## src/rtl/adc_scan_avg.sv

```systemverilog
// Round-robin channel sequencer and per-channel decimating averager behind the adc082s021 driver.
// Latency: an average is registered on the clock edge that ends the frame-edge cycle of its last sample.
// Backpressure: none; progress is paced purely by driver frame completions (rising ready).
module adc_scan_avg #(
    parameter int NCHAN   = 2,
    parameter int AVGLOG2 = 4,
    parameter int DW      = 12
) (
    input  logic          clk,
    input  logic          reset,
    input  logic          enable,
    input  logic          ready,
    input  logic [DW-1:0] data,
    output logic [2:0]    channel,
    output logic [DW-1:0] avg_data,
    output logic [2:0]    avg_chan,
    output logic          avg_valid
);

    localparam int AW = DW + AVGLOG2;
    localparam int RW = (AVGLOG2 > 0) ? AVGLOG2 : 1;
    localparam logic [RW-1:0] RLAST = RW'((1 << AVGLOG2) - 1);
    localparam logic [2:0]    CLAST = 3'(NCHAN - 1);

    typedef enum logic [1:0] {IDLE, PRIME, RUN} state_t;

    state_t          state;
    logic            ready_q;
    logic [2:0]      data_chan;
    logic [RW-1:0]   round;
    logic [AW-1:0]   acc [0:7];
    logic [AW-1:0]   sum;
    logic            fe;

    function automatic logic [2:0] nxt(input logic [2:0] c);
        return (c == CLAST) ? 3'd0 : c + 3'd1;
    endfunction

    assign fe  = ready & ~ready_q;
    assign sum = acc[data_chan] + AW'(data);

    always_ff @(posedge clk) begin
        if (!reset) begin
            state     <= IDLE;
            ready_q   <= 1'b1;
            channel   <= 3'd0;
            data_chan <= 3'd0;
            round     <= '0;
            avg_data  <= '0;
            avg_chan  <= 3'd0;
            avg_valid <= 1'b0;
            for (int i = 0; i < 8; i++) acc[i] <= '0;
        end else begin
            ready_q   <= ready;
            avg_valid <= 1'b0;
            if (fe) begin
                if (state != IDLE && !enable) begin
                    // Scan abandoned: any partial round is dropped.
                    state   <= IDLE;
                    channel <= 3'd0;
                    round   <= '0;
                    for (int i = 0; i < 8; i++) acc[i] <= '0;
                end else begin
                    case (state)
                        IDLE: begin
                            if (enable) begin
                                state   <= PRIME;
                                channel <= nxt(3'd0);
                            end
                        end
                        PRIME: begin
                            // This frame's data was converted before scanning began.
                            data_chan <= 3'd0;
                            channel   <= nxt(channel);
                            state     <= RUN;
                        end
                        RUN: begin
                            if (round == RLAST) begin
                                avg_data       <= sum[AVGLOG2 +: DW];
                                avg_chan       <= data_chan;
                                avg_valid      <= 1'b1;
                                acc[data_chan] <= '0;
                            end else begin
                                acc[data_chan] <= sum;
                            end
                            if (data_chan == CLAST)
                                round <= (round == RLAST) ? '0 : round + 1'b1;
                            data_chan <= nxt(data_chan);
                            channel   <= nxt(channel);
                        end
                        default: state <= IDLE;
                    endcase
                end
            end
        end
    end

endmodule

```

## config.mk

```make
export PLATFORM = sky130hd
export DESIGN_NAME = adc_scan_avg
export DESIGN_NICKNAME = d
export VERILOG_FILES = /design/src/rtl/adc_scan_avg.sv
export SDC_FILE = /design/constraint.sdc
export NUM_CORES = 1
export LEC_CHECK = 0
export CAP_MARGIN = 25
export CORE_MARGIN = 2
export CORE_UTILIZATION = 61
export DETAILED_ROUTE_END_ITERATION = 10
export PLACE_DENSITY_LB_ADDON = 0.3
export SYNTH_ARGS = -nofsm -noshare
export SYNTH_HDL_FRONTEND = slang
export SYNTH_SLANG_ARGS = --single-unit
```

## constraint.sdc

```tcl
create_clock -name clk -period 4.7 [get_ports clk]
set_clock_uncertainty 0.05 [all_clocks]
set_input_delay 0.47 -clock clk [delete_from_list [all_inputs] [get_ports clk]]
set_output_delay 0.47 -clock clk [all_outputs]
set_load 0.005 [all_outputs]
```

==> results of run 1 <==
-- cells in the mapped netlist (all sizes together), types with 6 or more instances --
| cell type | n | area share |
|---|---|---|
| nor2 | 126 | 0.067 |
| a21oi | 29 | 0.019 |
| nand3 | 24 | 0.019 |
| buf | 12 | 0.011 |
| ha | 16 | 0.026 |
| mux2 | 12 | 0.017 |
| nor3 | 30 | 0.022 |
| clkbuf | 13 | 0.0063 |
| nand2 | 55 | 0.027 |
| o21ai | 21 | 0.015 |
| inv | 14 | 0.0068 |
| edfxtp | 128 | 0.50 |
| nand2b | 9 | 0.0082 |
| xnor2 | 6 | 0.0087 |
| mux4 | 32 | 0.093 |
| dfxtp | 32 | 0.083 |
-- power groups by stage --
stage / clock network [W] / logic [W] / registers, W
floorplan: 0 / 0.000135 / 0.00160
global placement: 0 / 0.000200 / 0.00161
detailed placement: 0 / 0.000206 / 0.00161
CTS: 0.00136 / 0.000208 / 0.00158
global route: 0.00142 / 0.000228 / 0.00159
finish: 0.00136 / 0.000211 / 0.00158
-- metrics by stage --
step,hold WS [ns],total power [W],std cells,utilization,setup WS (ns)
CTS,0.409,0.00315,861,0.715,0.867
finish,0.406,0.00316,861,0.715,0.800
floorplan,0.403,0.00174,624,-,0.959
detailed placement,0.400,0.00182,829,0.668,0.825
global placement,0.393,0.00181,829,0.668,0.903
global route,0.439,0.00323,861,0.715,0.548
-- routing by layer --
| layer | wire length, um | vias to the layer above |
|---|---|---|
| met5 | 0 | - |
| li1 | - | 2416 |
| met1 | 7340 | 2678 |
| met2 | 9230 | 302 |
| met4 | 590 | 0 |
| met3 | 1890 | 57 |
-- critical path, stage by stage (launching register included) --
cell,delay (ns)
dfxtp_1,0.72
buf_4,0.32
mux4_2,0.33
mux2_2,0.27
ha_1,0.36
o21ai_0,0.11
a21oi_1,0.20
o22ai_1,0.24
o31a_2,0.48
xnor2_2,0.45
nor3_1,0.10
-- final cells by class --
class / count / area, um^2 / share of cell area
flip-flops and latches: 160 / 4490 / 0.501
multi-input cells: 425 / 3090 / 0.346
repair buffers: 58 / 520 / 0.0582
clock buffers: 25 / 495 / 0.0554
well taps: 172 / 215 / 0.0241
clock inverters: 7 / 83.8 / 0.00937
inverters: 14 / 52.6 / 0.00587
-- sequential cells by signal, summed over array words and instances (netlist names), named ones only --
name,cells
data_chan,3
avg_chan,3
avg_data,12
state,2
ready_q,1
round,4
avg_valid,1
channel,3
acc,128
-- worst max path at each step --
stage,slack [ns],cells past startpoint,end,startpoint
2_1_floorplan,0.96,12,acc[0][11]$_SDFFCE_PN0P_,register
3_3_place_gp,0.90,6,acc[5][15]$_SDFFCE_PN0P_,reset
3_5_place_dp,0.82,6,acc[5][11]$_SDFFCE_PN0P_,reset
4_1_cts,0.87,10,acc[5][12]$_SDFFCE_PN0P_,register
5_1_grt,0.55,10,acc[0][12]$_SDFFCE_PN0P_,register
6_report,0.80,10,acc[5][12]$_SDFFCE_PN0P_,register
-- kinds of logic (layout without fill, tap and decap cells) --
family / count (synthesis) / count (layout) / share of synthesized area
AO/OA/AOI/OAI: 77 / 77 / 0.0650
AND/OR/NAND/NOR: 275 / 275 / 0.173
buffers and inverters: 39 / 104 / 0.0239
XOR/XNOR: 7 / 7 / 0.0123
flip-flops: 160 / 160 / 0.578
adder cells (fa/ha/maj): 17 / 17 / 0.0284
multiplexers: 49 / 49 / 0.119
==> flow_summary_export.csv, run 1 <==
group,metric,value,unit
floorplan,io_pins,35,
grt,grt.overflow.total,0,
hold_path,hold_end,"avg_data[5]$_SDFFE_PN0P_",
timing,fmax,256,MHz
hold_path,hold_class,"reg2reg",
final_layout,areaGrowthSynthToFinish,15.3,%
clock_network,cts_buffers,17,
critical_path,path_class,"reg2reg",
power_and_ir_drop,pwr_density_cell,353,nW/um^2
routing,drt_iter0_drc,625,
timing,fin_crit,3.90,ns
synthesis,synthArstFlopShare,0,
synthesis,synth_edf_count,128,
synthesis,ys_seq_elements,160,
final_layout,n_antenna_cell,0,
final_layout,most-common-layout-cells,"edfxtp_1 (128), nor2_1 (116), nand2_1 (55)",
job,cap_violations,0,
floorplan,core,12500,um^2
routing,ant_nets,0,
timing,report.final.slew_viol_count,0,
power_and_ir_drop,pwr-share-comb,0.067,
final_layout,final_area,8940,um^2
clock_network,clk_pin_slew,0.06,ns
status,status,"complete, no violations",
grt,grt_antenna_before_repair,0,
grt,grtUsageMet2,0.478,
synthesis,syn_avg_cell_area,12.4,um^2
power_and_ir_drop,p_leak,3.10,nW
grt,met1_usage,0.413,
clock_network,cts_resized,0,
timing,timing.final.crit_share,0.830,
final_layout,finish.net_count,709,
power_and_ir_drop,switching_power,0.000680,W
power_and_ir_drop,ir_worst_vdd,0.194,mV
critical_path,critical_path.max_fanout,11,
clock_network,clock_path_buffers,2,
grt,grt_start_max_net_pins,17,
synthesis,ys.flop_type,"edfxtp_1",
floorplan,start_util,0.620,
clock_network,htreeDepth,4,
grt,grt_pass1_vias,5409,
power_and_ir_drop,p_int,0.00248,W
power_and_ir_drop,p_sw_frac,0.215,
placement,port_buffers,34,
final_layout,drive_gt1_frac,0.192,
synthesis,synthCells,624,
power_and_ir_drop,seqPwrFrac,0.501,
timing,final-setup-viol-count,0,
timing,rsz0062_at_grt,"false",
critical_path,cp-start-kind,"register",
timing,setup-tns-final,0,ns
floorplan,die_x,117,um
hold_path,whs_path_depth,2,
grt,gr-max-usage-layer,"met2",
clock_network,clock_latency,0.44,ns
routing,drt_pre_antenna_iters,5,
critical_path,timing.reg2reg.setup_slack,0.80,ns
critical_path,required,4.81,ns
synthesis,ys_types,69,
floorplan,dieArea,13600,um^2
grt,grt_pass1_wl,29600,um
routing,drc_errors,0,
synthesis,yosysWarningCount,0,
placement,place_area,8370,um^2
synthesis,synth_nets,657,
timing,slew_headroom,0.490,
placement,dp.final_hpwl,13100,um
placement,place.gp.congestion,0.889,
final_layout,final_common_cell,"edfxtp_1",
clock_network,post_cts.repair.setup_buffers,0,
critical_path,rr_endpoint,"acc[5][12]$_SDFFCE_PN0P_",
routing,routedWlPerCell,22.1,um
clock_network,clkSinkCount,160,
routing,vias_per_cell,6.33,
timing,tightest_slew,0.763,ns
clock_network,cts_tree,"yes",
final_layout,fillers,877,
hold_path,hold_start,"avg_data[5]$_SDFFE_PN0P_",
synthesis,syn_area,7750,um^2
routing,num_vias,5453,
clock_network,cts_hold_buf,0,
critical_path,ff2ff_path_depth,10,
timing,hold_viol,0,
clock_network,cts_root_buf,"clkbuf_16",
grt,grt_usage,0.305,
critical_path,arrival,4.02,ns
floorplan,die_h,117,um
routing,wirelength,19000,um
synthesis,yosysSeqAreaShare,0.578,
power_and_ir_drop,p_clk_frac,0.432,
floorplan,fp-row-count,41,
critical_path,end_kind,"register",
grt,grt.met3_usage,0.0643,
No activity file was read; power rests on OpenSTA's default activity.
==> run 2: changes to the inputs <==
==> constraint.sdc (replaced) <==
create_clock -name clk -period 3.7 [get_ports clk]
set_clock_uncertainty 0.05 [all_clocks]
set_input_delay 0.37 -clock clk [delete_from_list [all_inputs] [get_ports clk]]
set_output_delay 0.37 -clock clk [all_outputs]
set_load 0.005 [all_outputs]
==> run 2 against run 1 <==
First-iteration DRC count increased by 6.1%. Fmax increased by 9.3%. Final cell count increased by 1.7%. Final area increased by 2.5%. Die area unchanged. Critical path depth increased by 2. Sequential power increased by 27%. Register-to-register slack got worse by 0.67 ns. Core utilization increased by 1.8 points.
==> flow_summary_export.csv, run 2 (synthesized netlist as in run 1, its figures left out) <==
group,metric,value,unit
grt,met1_usage,0.406,
routing,drt_iter0_drc,663,
grt,grt_usage,0.312,
final_layout,final_common_cell,"edfxtp_1",
routing,num_vias,5538,
timing,worst_slack,0.131,ns
placement,pre_cts_ws,0.149,ns
clock_network,htreeDepth,4,
critical_path,end_kind,"register",
grt,grt_antenna_before_repair,0,
placement,dp.final_hpwl,13000,um
status,status,"complete, no violations",
final_layout,drive_gt1_frac,0.220,
grt,grtUsageMet2,0.511,
clock_network,cts_hold_buf,0,
clock_network,cts_root_buf,"clkbuf_16",
timing,fmax,280,MHz
timing,rsz0062_at_grt,"false",
grt,gr-max-usage-layer,"met2",
critical_path,timing.reg2reg.setup_slack,0.13,ns
routing,ant_nets,0,
hold_path,whs_path_depth,2,
clock_network,clk_pin_slew,0.06,ns
clock_network,cts_tree,"yes",
floorplan,io_pins,35,
routing,routedWlPerCell,22.4,um
critical_path,rr_endpoint,"acc[1][15]$_SDFFCE_PN0P_",
timing,report.final.slew_viol_count,0,
timing,fin_crit,3.57,ns
final_layout,top_regs,"acc x128, avg_data x12, round x4",
floorplan,fp-row-count,41,
critical_path,critical_path.max_fanout,19,
floorplan,die_h,117,um
floorplan,start_util,0.620,
routing,drc_errors,0,
timing,slew_headroom,0.426,
routing,vias_per_cell,6.32,
critical_path,cp-start-kind,"register",
power_and_ir_drop,totalPowerFinal,0.00408,W
clock_network,clkSinkCount,160,
placement,port_buffers,34,
clock_network,cts_buffers,17,
final_layout,areaGrowthSynthToFinish,18.2,%
critical_path,arrival,3.69,ns
final_layout,fillers,828,
grt,grt_pass1_vias,5603,
power_and_ir_drop,pwr_density_cell,445,nW/um^2
grt,grt_start_max_net_pins,27,
grt,grt.met3_usage,0.0623,
final_layout,largest_reg_flops,128,
timing,final-setup-viol-count,0,
final_layout,multi_input_area,3110,um^2
timing,tightest_slew,0.853,ns
routing,drt_pre_antenna_iters,5,
final_layout,seq_area,4490,um^2
final_layout,postLayoutCoreUtil,0.732,
floorplan,die_x,117,um
floorplan,core,12500,um^2
timing,timing.final.crit_share,0.965,
final_layout,largest_register,"acc",
hold_path,hold_start,"avg_data[5]$_SDFFE_PN0P_",
floorplan,dieArea,13600,um^2
placement,place.gp.congestion,0.905,
routing,wirelength,19600,um
power_and_ir_drop,p_leak,3.19,nW
grt,grt.overflow.total,0,
critical_path,required,3.82,ns
final_layout,most-common-layout-cells,"edfxtp_1 (128), nor2_1 (116), nand2_1 (55)",
power_and_ir_drop,ir_worst_vdd,0.273,mV
grt,grt_pass1_wl,30300,um
hold_path,hold_class,"reg2reg",
final_layout,n_antenna_cell,0,
hold_path,hold_end,"avg_data[5]$_SDFFE_PN0P_",
critical_path,path_class,"reg2reg",
job,cap_violations,0,
final_layout,finish.net_count,724,
timing,hold_viol,0,
clock_network,clock_path_buffers,2,
timing,setup-tns-final,0,ns
critical_path,ff2ff_path_depth,12,
clock_network,clock_latency,0.43,ns
-- run 2: changes by cell type in the layout (fill, tap and decap cells not counted), sizes merged --
cell      previous run  this run
clkinv               5         7
bufinv               2         1
buf                 24        39
clkinvlp             0         1
clkbuf              25        23
-- run 2: worst max path at each step --
stage	start	end	slack (ns)	cells after the start
6_report	register	acc[1][15]$_SDFFCE_PN0P_	0.13	12
5_1_grt	register	acc[0][14]$_SDFFCE_PN0P_	0.03	10
4_1_cts	register	acc[1][15]$_SDFFCE_PN0P_	0.11	11
3_5_place_dp	register	acc[1][15]$_SDFFCE_PN0P_	0.15	11
3_3_place_gp	register	acc[3][15]$_SDFFCE_PN0P_	0.20	11
2_1_floorplan	register	acc[1][15]$_SDFFCE_PN0P_	0.06	12
-- run 2: worst max-delay path, stage by stage, from the launching register on --
cell and delay (ns):
dfxtp_2 0.34, buf_12 0.20, buf_12 0.20, mux4_2 0.50
mux2_2 0.27, ha_1 0.30, a21o_1 0.25, a21oi_1 0.33
nand2_1 0.18, o211ai_4 0.29, xor2_4 0.19, buf_12 0.15
nor2_2 0.04
-- run 2: final cells by class --
class,count,area share
Inverter,14,0.00573
Timing Repair Buffer,73,0.0759
Sequential cell,160,0.489
Multi-Input combinational cell,425,0.339
Clock buffer,23,0.0580
Clock inverter,9,0.00819
Tap cell,172,0.0235
-- run 2: layer usage --
layer	up-vias	part of all wire
met5	-	0
met4	0	0.030
met3	58	0.094
met2	306	0.50
met1	2723	0.37
li1	2451	-
-- run 2: repair_timing --
action	in CTS	in global routing
buffers inserted	0	1
resized for setup	0	4
endpoints found under the setup margin	0	25
-- run 2: report_power, final --
group          switching, W  internal, W  leakage (nW)  total (W)
sequential        0.0000185      0.00199          1.58    0.00201
combinational      0.000182     0.000116          1.32   0.000298
clock              0.000694      0.00107         0.302    0.00177
total              0.000895      0.00318          3.19    0.00408
-- run 2: per-stage QoR --
step / cells / area [um^2] / hold slack, ns
after global placement: 843 / 8530 / 0.395
after global routing: 876 / 9170 / 0.438
after floorplan: 624 / 7760 / 0.403
after CTS: 875 / 9130 / 0.411
after detailed placement: 843 / 8530 / 0.400
final: 876 / 9170 / 0.409
==> run 3: changes to the inputs <==
--- a/config.mk
+++ b/config.mk
@@ -7,7 +7,7 @@
 export LEC_CHECK = 0
 export CAP_MARGIN = 25
 export CORE_MARGIN = 2
-export CORE_UTILIZATION = 61
+export CORE_UTILIZATION = 45
 export DETAILED_ROUTE_END_ITERATION = 10
 export PLACE_DENSITY_LB_ADDON = 0.3
 export SYNTH_ARGS = -nofsm -noshare
==> run 3 against run 2 <==
Sequential share of layout area hardly changed. Routed wire length is 0.15% higher. Largest power group unchanged. Combinational power is 4% lower. Largest cell class unchanged.
==> flow_summary_export.csv, run 3 (synthesized netlist as in run 1, its figures left out) <==
group,metric,value,unit
placement,dp.final_hpwl,13000,um
final_layout,areaGrowthSynthToFinish,18.3,%
final_layout,finish.net_count,719,
timing,worst_hold_slack,0.416,ns
job,cap_violations,0,
routing,drt_pre_antenna_iters,5,
final_layout,fillers,1403,
clock_network,clock_path_buffers,2,
critical_path,cp-start-kind,"register",
floorplan,start_util,0.464,
critical_path,cp_slowest_cell,"mux4_2",
floorplan,die_h,135,um
critical_path,ff2ff_path_depth,10,
placement,port_buffers,34,
floorplan,core,16700,um^2
grt,grt_start_max_net_pins,27,
final_layout,most-common-layout-cells,"edfxtp_1 (128), nor2_1 (115), nand2_1 (55)",
floorplan,fp-row-count,47,
final_layout,top_regs,"acc x128, avg_data x12, round x4",
grt,grt_usage,0.225,
clock_network,cts_buffers,17,
grt,met1_usage,0.298,
hold_path,whs_path_depth,2,
final_layout,seq_area,4490,um^2
clock_network,cts_hold_buf,0,
floorplan,io_pins,35,
critical_path,end_kind,"register",
placement,place_area,8550,um^2
clock_network,cts_root_buf,"clkbuf_16",
routing,wirelength,19600,um
grt,grt.overflow.total,0,
final_layout,multi_input_area,3110,um^2
critical_path,critical_path.max_fanout,13,
timing,fin_crit,3.56,ns
critical_path,crit_chain,"buf_12 > mux4_2 > mux2_2 > ha_1 > o21ai_0 > a21oi_1 > o22ai_1 > o31a_2 > xnor2_2 > nor3_1",
critical_path,slowest_delay,0.51,ns
routing,drc_errors,0,
timing,final-setup-viol-count,0,
power_and_ir_drop,pwr_density_cell,436,nW/um^2
timing,hold_viol,0,
routing,num_vias,5357,
floorplan,die_x,135,um
clock_network,cts_tree,"yes",
status,status,"complete, no violations",
routing,routedWlPerCell,21.4,um
timing,tightest_slew,0.712,ns
placement,dp_cells,886,
final_layout,n_antenna_cell,0,
final_layout,drive_gt1_frac,0.207,
routing,drt_iter0_drc,508,
floorplan,dieArea,18300,um^2
critical_path,path_buf_inv,1,
critical_path,path_class,"reg2reg",
timing,slew_headroom,0.524,
placement,place.gp.congestion,0.832,
critical_path,arrival,3.68,ns
final_layout,stdcell_count,919,
clock_network,htreeDepth,4,
timing,fmax,281,MHz
grt,grtUsageMet2,0.371,
grt,gr-max-usage-layer,"met2",
timing,timing.final.crit_share,0.963,
clock_network,clock_latency,0.43,ns
grt,grt.met3_usage,0.0494,
critical_path,path_depth,10,
final_layout,largest_register,"acc",
power_and_ir_drop,p_leak,3.17,nW
final_layout,final_area,9170,um^2
routing,vias_per_cell,5.83,
critical_path,required,3.81,ns
power_and_ir_drop,ir_worst_vdd,0.300,mV
final_layout,final_common_cell,"edfxtp_1",
critical_path,critPathTopFamily,"compound AO/OA/AOI/OAI gates",
routing,ant_nets,0,
hold_path,hold_class,"reg2reg",
timing,report.final.slew_viol_count,0,
grt,grt_antenna_before_repair,0,
clock_network,clkSinkCount,160,
final_layout,largest_reg_flops,128,
grt,grt_pass1_wl,30100,um
clock_network,clk_pin_slew,0.06,ns
grt,grt_pass1_vias,5422,
[run 3: layer usage]
metal,routed length (um),vias up,share of wire
met5,0,-,0
met4,384,0,0.020
met3,1400,34,0.071
met2,9830,234,0.50
met1,8030,2653,0.41
li1,-,2436,-
[run 3: path summary, 6_finish.rpt]
kind         slack [ns]                     start                  endpoint
min                0.42  avg_data[5]$_SDFFE_PN0P_  avg_data[5]$_SDFFE_PN0P_
min reg2reg        0.42  avg_data[5]$_SDFFE_PN0P_  avg_data[5]$_SDFFE_PN0P_
max reg2reg        0.14                  register  acc[3][12]$_SDFFCE_PN0P_
max                0.14                  register  acc[3][12]$_SDFFCE_PN0P_
[run 3: power by group]
group | internal, W | total, W | leakage [nW] | switching [W]
clock | 0.00103 | 0.00170 | 0.287 | 0.000672
sequential | 0.00199 | 0.00201 | 1.58 | 0.0000163
combinational | 0.000110 | 0.000287 | 1.31 | 0.000177
[run 3: through the flow]
step | util | TNS, ns | total power [W] | worst slack (ns)
after floorplan | - | 0 | 0.00221 | 0.0556
after global placement | 0.512 | 0 | 0.00232 | 0.146
after detailed placement | 0.512 | 0 | 0.00233 | 0.0676
after CTS | 0.547 | 0 | 0.00401 | 0.0424
after global routing | 0.549 | -0.133 | 0.00411 | -0.0342
final | 0.549 | 0 | 0.00400 | 0.137
[run 3: final cells by class]
| cell class | instances | area share |
|---|---|---|
| flip-flops and latches | 160 | 0.489 |
| multi-input cells | 425 | 0.340 |
| repair buffers | 68 | 0.0723 |
| inverters | 14 | 0.00573 |
| clock inverters | 3 | 0.00177 |
| well taps | 220 | 0.0300 |
| clock buffers | 29 | 0.0615 |
[run 3: repair_timing]
item / in CTS / in global routing
gates resized for setup: 0 / 4
endpoints found under the setup margin: 0 / 24
buffers inserted: 0 / 0
[run 3: worst min-delay path, stage by stage (launching register included)]
cell     delay (ns)
dfxtp_1        0.31
nand2_1        0.05
a21oi_1        0.05
